File: config.mk
export PLATFORM = sky130hd
export DESIGN_NAME = fir_trig_disc
export DESIGN_NICKNAME = d
export VERILOG_FILES = /design/src/rtl/fir_trig_disc.sv
export SDC_FILE = /design/constraint.sdc
export NUM_CORES = 1
export LEC_CHECK = 0
export CAP_MARGIN = 5
export CORE_UTILIZATION = 46
export CTS_BUF_LIST = sky130_fd_sc_hd__clkbuf_16
export DETAILED_ROUTE_END_ITERATION = 8
export PLACE_DENSITY_LB_ADDON = 0.1
export SLEW_MARGIN = 20
export SYNTH_ARGS = -nofsm -noshare
export SYNTH_HDL_FRONTEND = slang
export SYNTH_SLANG_ARGS = --single-unit
File: constraint.sdc
create_clock -name clk -period 2.3 [get_ports clk]
set_input_delay 0.23 -clock clk [delete_from_list [all_inputs] [get_ports clk]]
set_output_delay 0.23 -clock clk [all_outputs]
set_load 0.02 [all_outputs]
File: src/rtl/fir_trig_disc.sv
// Trigger discriminator: turns NLANES filtered samples per clock into one trigger per pulse,
// with hysteresis, holdoff, first-crossing lane, time-over-threshold length and baseline pause.
module fir_trig_disc #(
    parameter int NLANES    = 4,
    parameter int FWIDTH    = 31,
    parameter int HOLD_W    = 8,
    parameter int TLEN_W    = 16,
    parameter int PAUSE_LEN = 8,
    localparam int LANE_W   = (NLANES > 1) ? $clog2(NLANES) : 1
) (
    input  logic                     clk,
    input  logic                     reset,
    input  logic [NLANES*FWIDTH-1:0] fin,
    input  logic                     fvalid_in,
    input  logic                     enable,
    input  logic signed [FWIDTH-1:0] thresh_hi,
    input  logic signed [FWIDTH-1:0] thresh_lo,
    input  logic [HOLD_W-1:0]        holdoff,
    output logic [NLANES-1:0]        tot_out,
    output logic                     trig_out,
    output logic [LANE_W-1:0]        trig_lane,
    output logic [TLEN_W-1:0]        tot_len,
    output logic                     tot_len_valid,
    output logic                     tot_trunc,
    output logic                     bsum_pause,
    output logic [1:0]               state_out
);

    localparam int PCNT_W = (PAUSE_LEN > 0) ? $clog2(PAUSE_LEN + 1) : 1;

    typedef enum logic [1:0] {
        ARMED   = 2'd0,
        ACTIVE  = 2'd1,
        HOLDOFF = 2'd2
    } state_t;

    function automatic logic [TLEN_W-1:0] sat_inc(input logic [TLEN_W-1:0] v);
        return (v == '1) ? v : v + TLEN_W'(1);
    endfunction

    state_t state, state_nxt;
    logic signed [FWIDTH-1:0] smp [NLANES];
    logic [NLANES-1:0]   over_hi;
    logic                all_lo;
    logic [LANE_W-1:0]   low_lane;
    logic [TLEN_W-1:0]   len, len_nxt, tlen_nxt;
    logic [HOLD_W-1:0]   hcnt, hcnt_nxt;
    logic [PCNT_W-1:0]   pcnt, pcnt_nxt;
    logic [LANE_W-1:0]   lane_nxt;
    logic                trig_nxt, exit_c, trunc_nxt, pause_nxt;

    for (genvar g = 0; g < NLANES; g++) begin : g_lane
        assign smp[g] = fin[FWIDTH*g +: FWIDTH];
    end

    // Raw signed comparators and lowest-lane priority encoder
    always_comb begin
        over_hi  = '0;
        all_lo   = fvalid_in;
        low_lane = '0;
        for (int i = 0; i < NLANES; i++) begin
            over_hi[i] = fvalid_in && (smp[i] > thresh_hi);
            if (!(smp[i] <= thresh_lo))
                all_lo = 1'b0;
        end
        for (int i = NLANES - 1; i >= 0; i--) begin
            if (over_hi[i])
                low_lane = LANE_W'(i);
        end
    end

    always_comb begin
        state_nxt = state;
        len_nxt   = len;
        hcnt_nxt  = hcnt;
        tlen_nxt  = tot_len;
        lane_nxt  = trig_lane;
        trunc_nxt = tot_trunc;
        trig_nxt  = 1'b0;
        exit_c    = 1'b0;
        pcnt_nxt  = pcnt;
        pause_nxt = 1'b0;
        case (state)
            ARMED: begin
                if (enable && (over_hi != '0)) begin
                    trig_nxt  = 1'b1;
                    lane_nxt  = low_lane;
                    len_nxt   = TLEN_W'(1);
                    state_nxt = ACTIVE;
                end
            end
            ACTIVE: begin
                // Truncation outranks the normal release so a dropped stream is flagged
                if (!enable || !fvalid_in) begin
                    exit_c    = 1'b1;
                    trunc_nxt = 1'b1;
                end else if (all_lo) begin
                    exit_c    = 1'b1;
                    trunc_nxt = 1'b0;
                end else begin
                    len_nxt = sat_inc(len);
                end
                if (exit_c) begin
                    tlen_nxt = len;
                    if (holdoff != '0) begin
                        state_nxt = HOLDOFF;
                        hcnt_nxt  = holdoff;
                    end else begin
                        state_nxt = ARMED;
                    end
                end
            end
            HOLDOFF: begin
                if (hcnt <= HOLD_W'(1)) begin
                    state_nxt = ARMED;
                    hcnt_nxt  = '0;
                end else begin
                    hcnt_nxt = hcnt - HOLD_W'(1);
                end
            end
            default: state_nxt = ARMED;
        endcase

        // Pause covers the pulse itself plus PAUSE_LEN cycles past the exit edge
        if (state_nxt == ACTIVE) begin
            pcnt_nxt  = '0;
            pause_nxt = 1'b1;
        end else if (exit_c) begin
            pcnt_nxt  = PCNT_W'(PAUSE_LEN);
            pause_nxt = 1'b1;
        end else if (pcnt != '0) begin
            pcnt_nxt  = pcnt - PCNT_W'(1);
            pause_nxt = 1'b1;
        end
    end

    always_ff @(posedge clk or posedge reset) begin
        if (reset) begin
            state         <= ARMED;
            len           <= '0;
            hcnt          <= '0;
            pcnt          <= '0;
            tot_out       <= '0;
            trig_out      <= 1'b0;
            trig_lane     <= '0;
            tot_len       <= '0;
            tot_len_valid <= 1'b0;
            tot_trunc     <= 1'b0;
            bsum_pause    <= 1'b0;
        end else begin
            state         <= state_nxt;
            len           <= len_nxt;
            hcnt          <= hcnt_nxt;
            pcnt          <= pcnt_nxt;
            tot_out       <= over_hi;
            trig_out      <= trig_nxt;
            trig_lane     <= lane_nxt;
            tot_len       <= tlen_nxt;
            tot_len_valid <= exit_c;
            tot_trunc     <= trunc_nxt;
            bsum_pause    <= pause_nxt;
        end
    end

    assign state_out = state;

endmodule

### After elaboration in Yosys (flattened, before gate mapping)

Index checks and enable logic that the tools add are counted.

| storage, ports and cells | value |
|---|---|
| bits in registers | 56 |
| bits of input ports | 198 |
| output and inout bits | 28 |

| cells by class | value |
|---|---|
| add/sub/neg operators | 3 |
| order comparisons | 9 |
| equality and inequality tests | 10 |
| muxes and demuxes | 36 |
| reductions and logical operators | 21 |

Operator list:

| cell | count |
|---|---|
| $gt 31x31->1 | 4 |
| $le 31x31->1 | 4 |
| $mux 16 | 4 |
| $pmux 16 s2 | 1 |
| $mux 8 | 3 |
| $add 16x1->16 const B | 1 |
| $eq 16x16->1 const B | 1 |
| $mux 2 | 8 |
| $pmux 8 s2 | 1 |
| $mux 1 | 15 |
| $mux 4 | 3 |
| $ne 2x2->1 const B | 6 |
| $le 8x1->1 const B | 1 |
| $reduce_bool 4->1 | 2 |
| $reduce_bool 8->1 | 1 |
| $sub 8x1->8 const B | 1 |
| $pmux 2 s3 | 1 |
| $reduce_and 2->1 | 3 |
| $reduce_bool 2->1 | 3 |
| $logic_and 1x1->1 | 5 |
| $reduce_and 5->1 | 1 |
| $eq 2x1->1 const B | 2 |
| $sub 4x1->4 const B | 1 |
| $reduce_and 3->1 | 1 |
| 5 further kinds | 6 |

### Logic depth before layout (Yosys ltp)

Gate-level depths: netlist of the first run.

| logic depth | value |
|---|---|
| depth in word-level cells | 12 |
| depth in mapped cells | 14 |
| depth with buffers taken out | 12 |

### Worst setup path after synthesis of the first run

OpenSTA, ideal clock, no wires.

| timing | value |
|---|---|
| kind | input to register |
| start point | input thresh_hi[4] |
| end point | register len[11] |
| library setup time | 125 ps |
| data arrival time | 3020 ps |
| slack | -845 ps |
| stages | 13 |
| path buffers | 1 |
| path through | inv_1 ha_1 a211oi_1 nor2_1 o31a_1 a2111oi_2 o211ai_1 mux2_4 o41ai_4 a211oi_2 buf_6 nand4_1 mux2_2 |

| between the ends | value |
|---|---|
| longest elaborated chain between the ends | 6 |
| elaborated cells between the ends (all ways) | 12 |
| classes of those cells | order compare (4); eq/ne (1); reduce/logical (7) |

Ends and longest elaborated chain:

| element | RTL line | RTL |
|---|---|---|
| start, declared | 16 | `input logic signed [FWIDTH-1:0] thresh_hi,` |
| $gt 31x31->1 | 62 | `over_hi[i] = fvalid_in && (smp[i] > thresh_hi);` |
| $logic_and 1x1->1 | 62 |  |
| net over_hi[2] | 43 | `logic [NLANES-1:0] over_hi;` |
| $reduce_bool 4->1 | 85 | `if (enable && (over_hi != '0)) begin` |
| $logic_and 1x1->1 | 85 |  |
| $ne 2x2->1 (no source line) | - |  |
| $reduce_and 5->1 (no source line) | - |  |
| end signal, assigned | 152 | `len <= len_nxt;` |
| end, declared | 46 | `logic [TLEN_W-1:0] len, len_nxt, tlen_nxt;` |

The timed path passes the listed nets, and every way through them passes these cells.
A chain may end at the register's enable or synchronous reset.

### Final worst setup path of the first run

| timing | value |
|---|---|
| start point | input thresh_lo[19] |
| end point | register tot_len[1] |

| between the ends | value |
|---|---|
| longest elaborated chain between the ends | 9 |
| elaborated cells between the ends (all ways) | 12 |
| classes of those cells | order compare (4); mux (7); reduce/logical (1) |

Ends and longest elaborated chain:

| element | RTL line | RTL |
|---|---|---|
| start, declared | 17 | `input logic signed [FWIDTH-1:0] thresh_lo,` |
| $le 31x31->1 | 63 | `if (!(smp[i] <= thresh_lo))` |
| $mux 1 (3 in series) | 63 |  |
| $mux 1 (*) | 63 |  |
| $mux 1 (*) | 97 | `end else if (all_lo) begin` |
| $mux 1 (*) | 94 | `if (!enable \|\| !fvalid_in) begin` |
| $mux 1 (*) | 83 | `case (state)` |
| $reduce_and 2->1 (no source line) (*) | - |  |
| end signal, assigned | 158 | `tot_len <= tlen_nxt;` |
| end, declared | 22 | `output logic [TLEN_W-1:0] tot_len,` |

Every way passes the cells marked *; elsewhere a longest branch is shown, timed or not. The select of a mux whose other input is x is not followed.

==> out/results.txt, run 1 <==
Run status = finished, violations left
Failing checks = setup timing
DR WL/cell = 24.7 um
Area Growth Syn to Fin = 83.5%
Largest net degree at the start of global routing = 26
CORE AREA = 0.0180 mm2
Rows = 49
Final setup margin = -1.53 ns
Maximum clock path buffer count = 2
Final slew viol count = 0
Worst skew pair latency = 0.31 ns
Post-Synth Adder-Cell Area = 38.1%
Maximum vdd ir drop = 0.000608 V
CP Max Fanout = 8
Setup TNS = -71.23 ns
HPWL after DPL = 24100 um
Pleak = 0.00699 uW
Total power = 7050 uW
Pre-antenna DRT Iters = 5
IO buf count = 225
Vias in the first global route = 11300
Post-Synth XOR/XNOR Area = 0.208%
Setup crit end kind = register
Global Route Usage Sum = 41.9%
Die Width = 137 um
Post-synthesis mux area share = 3.62%
Fmax = 261 MHz
Synth area leader = ha_1
Clock transition at path regs = 0.08 ns
Slew HR = 49.8%
Final Hold Fails = 0
Max-cap violations = 0
Number of synthesis warnings = 0
Net Count, Synth = 1437
Via density = 6.43
Design area = 0.0155 mm2
Setup violators final = 52
Nets = 1928
Area after DPL = 0.0126 mm2
Post-Route Skew = 0.00532 ns
Grt ovf = 0
Predominant post-synthesis flop cell = dfrtp_1
Critical path type = in2reg
Worst EP required = 2.49 ns
RSZ-0062 raised after global routing = yes
FF+latch count, synth = 56
Synth Area in Compound Gates = 19.3%
Initial Utilization = 47.0%
Final min period = 3.83 ns
Register area share after synthesis = 16.6%
Largest family of logic cells by synthesized area = adder cells
Clock Tree Root = clkbuf_16
Synth top area share = 38.1%
Type of the tightest min-delay check = in2async
Syn Inst Count = 982
Ys async rst share = 100%
Global-route wire length before repair = 59900 um
P per Cell Area = 455 mW/mm2
Worst-Margin Slew = 0.752 ns
Gpl congestion = 0.946
Synth area leaders = ha_1 (38%), dfrtp_1 (17%), a21oi_1 (6.4%)
Residual DRC = 0
Antenna viol nets, final = 0
Synth Cell Area = 0.00844 mm2
Initial antenna violation count = 2
Worst Path Arrival = 4.02 ns
Initial DRC Count = 985
Synth Area per Inst = 8.60 um2
Ports = 226
Chip height = 137 um
Fillers = 865
Inserted Clock Buffers = 5
Wirelength, routed = 42100 um
Setup crit start kind = input port
Fin crit share = 167%
Clock sinks = 56
CTS tree = built
Max H-tree Level = 2
Post-synth EDFFs = 0
Die area = 0.0189 mm2
Post-Synth Simple-Gate Area = 17.3%
Distinct cells, synth = 69
Pre-CTS WS = -1.55 ns
Via count = 11000
Cts hold-fix bufs = 0
Layout cell share with drive strength beyond 1 = 45.2%
[what timing repair did]
| item | in CTS | in global routing |
|---|---|---|
| setup buffers | 64 | 10 |
| setup endpoints to repair | 56 | 53 |
| pin swaps | 180 | 14 |
| gates resized for setup | 699 | 30 |
| gates cloned | 4 | 0 |
[state kept, by name, indices dropped and copies added, names as in the netlist]
| name | cells |
|---|---|
| len | 16 |
| trig_lane | 2 |
| tot_trunc | 1 |
| tot_len | 16 |
| bsum_pause | 1 |
| hcnt | 8 |
| tot_len_valid | 1 |
| pcnt | 4 |
| state_out | 2 |
| tot_out | 4 |
| trig_out | 1 |
[layout make-up]
cell class / instances / area, um2 / area share (%)
inverters: 96 / 410 / 2.65
clock inverters: 3 / 20.0 / 0.129
flip-flops and latches: 56 / 1400 / 9.05
well taps: 229 / 287 / 1.85
clock buffers: 5 / 125 / 0.808
repair buffers: 494 / 4270 / 27.6
multi-input cells: 820 / 8970 / 57.9
diodes: 1 / 2.50 / 0.0162
[power by group]
| part | internal, uW | total [uW] | switching (uW) |
|---|---|---|---|
| registers | 1210 | 1400 | 194 |
| clock network | 403 | 786 | 383 |
| logic | 2330 | 4860 | 2520 |
[critical path, cell delays in order]
cell	delay, ns
clkdlybuf4s15_1	0.20
inv_2	0.08
buf_4	0.14
ha_1	0.32
a211oi_2	0.68
o21bai_2	0.32
a221oi_4	0.36
o211ai_1	0.21
o221ai_2	0.24
o311ai_4	0.18
nor3b_4	0.33
buf_4	0.17
buf_6	0.10
buf_12	0.13
mux2_4	0.31
[synthesized netlist by cell type (6+ instances only)]
| cell | count |
|---|---|
| ha_1 | 257 |
| a21oi_1 | 108 |
| inv_1 | 96 |
| nand2_1 | 65 |
| dfrtp_1 | 56 |
| nand4_1 | 48 |
| nor2_1 | 46 |
| o21ai_0 | 41 |
| nand3_1 | 34 |
| mux2_2 | 24 |
| nor3_1 | 16 |
| a211oi_1 | 14 |
| a21o_1 | 14 |
| nor4_1 | 13 |
| nand3b_1 | 11 |
| a221oi_1 | 10 |
| nor2b_1 | 9 |
| and4_1 | 8 |
| a22o_1 | 7 |
| and3_1 | 7 |
| o211ai_1 | 7 |
| nand2b_1 | 6 |
| o31ai_1 | 6 |
[path summary, 6_finish.rpt]
kind	start	to	slack [ns]	cells past startpoint
worst max-delay path	thresh_lo[19]	tot_len[1]	-1.53	15
worst min-delay path	reset	trig_lane[0]	0.28	2
worst max register to register	len[5]	len[15]	-0.42	11
worst min register to register	tot_len[11]	tot_len[11]	0.51	1
max in group asynchronous	reset	tot_len[9]	1.35	3
min in group clk	tot_len[11]	tot_len[11]	0.51	1
[per-layer routing]
metal / wire length, um / global-route usage (%) / share of wire (%)
met1: 15300 / 47.3 / 36
met2: 18700 / 68.6 / 44
met3: 4500 / 11.7 / 11
met4: 3590 / 28.4 / 8.5
met5: 35 / 0 / 0.083
[cells by family after synthesis]
| family | count (synthesis) |
|---|---|
| compound gates | 255 |
| flops | 56 |
| mux | 27 |
| fa+ha+maj | 257 |
| simple gates | 279 |
| buf+inv | 106 |
| xor+xnor | 2 |
[per-stage QoR]
step                      hold slack, ns  cells  utilization (%)
after floorplan                    0.427    982                -
after global placement             0.490   1626             69.9
after detailed placement           0.495   1626             69.9
after CTS                          0.303   1695             85.3
after global routing               0.337   1704             86.2
final                              0.284   1704             86.2
[layout by cell type, fill, tap and decap left out, types with 6 or more instances in the layout]
cell type        netlist  routed
nand2_2                1      13
a21oi_1              108      72
a21o_1                14      14
inv_4                  0      17
a221oi_2               1       8
mux2_4                 1      24
buf_4                  1     230
a21oi_2                0      33
o21ai_1                1      16
buf_6                  1      35
buf_2                  3      17
clkdlybuf4s15_1        0      28
and4_1                 8       7
nand2b_1               6       6
nor2b_1                9       9
nor2_1                46      41
clkdlybuf4s50_1        0      51
dfrtp_1               56      56
nor4_1                13       6
o211ai_1               7       7
nand3_1               34      29
a22o_1                 7       7
nand4_1               48      48
nor3_1                16       8
nand3b_1              11      11
clkdlybuf4s15_2        0      13
inv_1                 96      32
buf_8                  0       6
o21ai_2                0      10
o21ai_0               41      14
ha_1                 257     143
ha_4                   0     114
inv_2                  0      46
nand2_1               65      51
a211oi_2               1       7
dlygate4sd2_1          0     106
nor3_2                 0       8
Note: power is estimated with default switching activity, not from simulation.
==> inputs of run 2 (changes only) <==
GPL_TIMING_DRIVEN = 0   (was not set)
==> out/results.txt, run 2 (synthesized netlist as in run 1, its figures left out) <==
Cts hold-fix bufs = 0 (unchanged)
Setup crit end kind = register
Final min period = 3.16 ns (-0.679 ns)
HPWL after DPL = 22700 um (-6.1%)
Reg area = 0.00140 mm2 (unchanged)
Gpl congestion = 0.949 (+0.33%)
Grt ovf = 0 (unchanged)
Pleak = 0.00647 uW (-7.4%)
Total power = 6650 uW (-5.7%)
CTS tree = built
Design area = 0.0144 mm2 (-7.3%)
Max-cap violations = 0 (unchanged)
Fin util = 79.9% (-6.3 points)
Wirelength, routed = 34300 um (-19%)
Run status = finished, violations left
Most frequent cells in the layout = ha_1 (140), ha_4 (112), buf_4 (98), dlygate4sd2_1 (86), a21oi_1 (74)
Slew HR = 54.1% (+4.3 points)
Setup violators final = 52 (unchanged)
DR WL/cell = 21.9 um (-11%)
Chip height = 137 um (unchanged)
Clock transition at path regs = 0.08 ns (about the same)
Failing checks = setup timing
Worst Path Arrival = 3.35 ns (-0.67 ns)
IO buf count = 225 (unchanged)
Global Route Usage Sum = 32.9% (-9.0 points)
Multi-input logic area = 0.00894 mm2 (-0.33%)
Initial antenna violation count = 1 (-1)
Setup crit start kind = input port
Area Growth Syn to Fin = 70.0%
Via density = 6.22 (-3.4%)
Rows = 49 (unchanged)
Maximum clock path buffer count = 2 (unchanged)
Initial DRC Count = 584 (-41%)
Clock sinks = 56 (unchanged)
P per Cell Area = 463 mW/mm2 (+1.7%)
Fin crit share = 137% (-30 points)
Fin cells = 1565 (-8.2%)
Largest net degree at the start of global routing = 57 (+120%)
Global-route wire length before repair = 48000 um (-20%)
Worst-Margin Slew = 0.689 ns (-0.0624 ns)
Initial Utilization = 47.0% (unchanged)
Final slew viol count = 0 (unchanged)
Ports = 226 (unchanged)
CP Max Fanout = 5 (-3)
Diode count = 0 (-1)
Type of the tightest min-delay check = in2async
Die area = 0.0189 mm2 (unchanged)
Worst EP required = 2.50 ns (about the same)
Via count = 9727 (-11%)
Critical path type = in2reg
Final setup margin = -0.855 ns (+0.679 ns)
Antenna viol nets, final = 0 (unchanged)
RSZ-0062 raised after global routing = yes
Clock Tree Root = clkbuf_16
Vias in the first global route = 9404 (-17%)
Setup TNS = -34.98 ns (+36.25 ns)
Final Hold Fails = 0 (unchanged)
Largest registers = len (16), tot_len (16), hcnt (8)
Maximum vdd ir drop = 0.000561 V (-7.7%)
Fillers = 1108 (+28%)
Area after DPL = 0.0111 mm2 (-11%)
Max H-tree Level = 2 (unchanged)
DP Cell Count = 1436 (-12%)
Nets = 1790 (-7.2%)
Commonest non-fill, non-tap cell in the layout = ha_1
Fmax = 317 MHz (+22%)
Worst skew pair latency = 0.31 ns (about the same)
Layout cell share with drive strength beyond 1 = 41.2% (-4.0 points)
Residual DRC = 0 (unchanged)
Inserted Clock Buffers = 5 (unchanged)
Die Width = 137 um (unchanged)
CORE AREA = 0.0180 mm2 (unchanged)
Pre-antenna DRT Iters = 7 (+2)
Post-Route Skew = 0.00497 ns (-0.000356 ns)
-- run 2: changes by cell type in the layout (fill, tap and decap cells not counted), sizes merged, moves of 15 or more --
cell           before  now
clkbuf              8   53
dlygate4sd2       106   86
clkdlybuf4s15      41   17
buf               292  139
dlymetal6s2s        1   16
-- run 2: power by group --
part           leakage [uW]  internal [uW]  switching, uW
Sequential         0.000731           1210            210
Clock             0.0000708            414            404
Combinational       0.00567           2170           2240
-- run 2: path summary, 6_finish.rpt --
path / startpoint / end / slack, ns / cells past startpoint
max: fin[40] / len[11] / -0.86 / 14
min: reset / tot_len[14] / 0.40 / 2
max reg2reg: len[2] / len[3] / -0.57 / 12
min reg2reg: hcnt[6] / hcnt[6] / 0.51 / 1
max in group asynchronous: reset / hcnt[5] / 1.46 / 2
min in group clk: hcnt[6] / hcnt[6] / 0.51 / 1
-- run 2: critical path, cell delays in order --
cell and delay, ns:
clkdlybuf4s50_1 0.46, ha_1 0.36, nand4_1 0.19, nor2_1 0.21, o31ai_2 0.11, nand2_1 0.07
nand4b_1 0.16, a221oi_4 0.38, o41ai_4 0.13, buf_6 0.15, a211oi_4 0.30, buf_6 0.18
nand4_1 0.12, mux2_4 0.32
-- run 2: metrics by stage --
step,setup WS (ns),hold WS [ns]
finish,-0.855,0.397
global route,-0.957,0.475
CTS,-0.721,0.423
detailed placement,-1.91,0.488
global placement,-1.93,0.489
floorplan,-0.646,0.427
-- run 2: cell type report --
cell class,count,share of cell area (%)
buffer,10,0.820
clock buffer,5,0.872
clock inverter,3,0.174
inverter,96,2.96
multi-input combinational,820,62.3
sequential,56,9.76
tap,229,2.00
timing repair buffer,346,21.1
-- run 2: routing by layer --
metal  part of all wire [%]  wire, um  vias to the layer above  GRT usage, %
met2                     47     16200                      492          57.5
met1                     40     13900                     4651          40.6
met5                  0.050        17                        -             0
met3                    7.1      2420                      141          4.71
li1                       -         -                     4441             -
met4                    5.2      1780                        2          12.4
-- run 2: timing repair --
item / in CTS / in global routing
pin swaps: 149 / 55
resized for setup: 477 / 287
gates cloned: 1 / 4
setup buffers: 86 / 32
setup endpoints to repair: 56 / 52
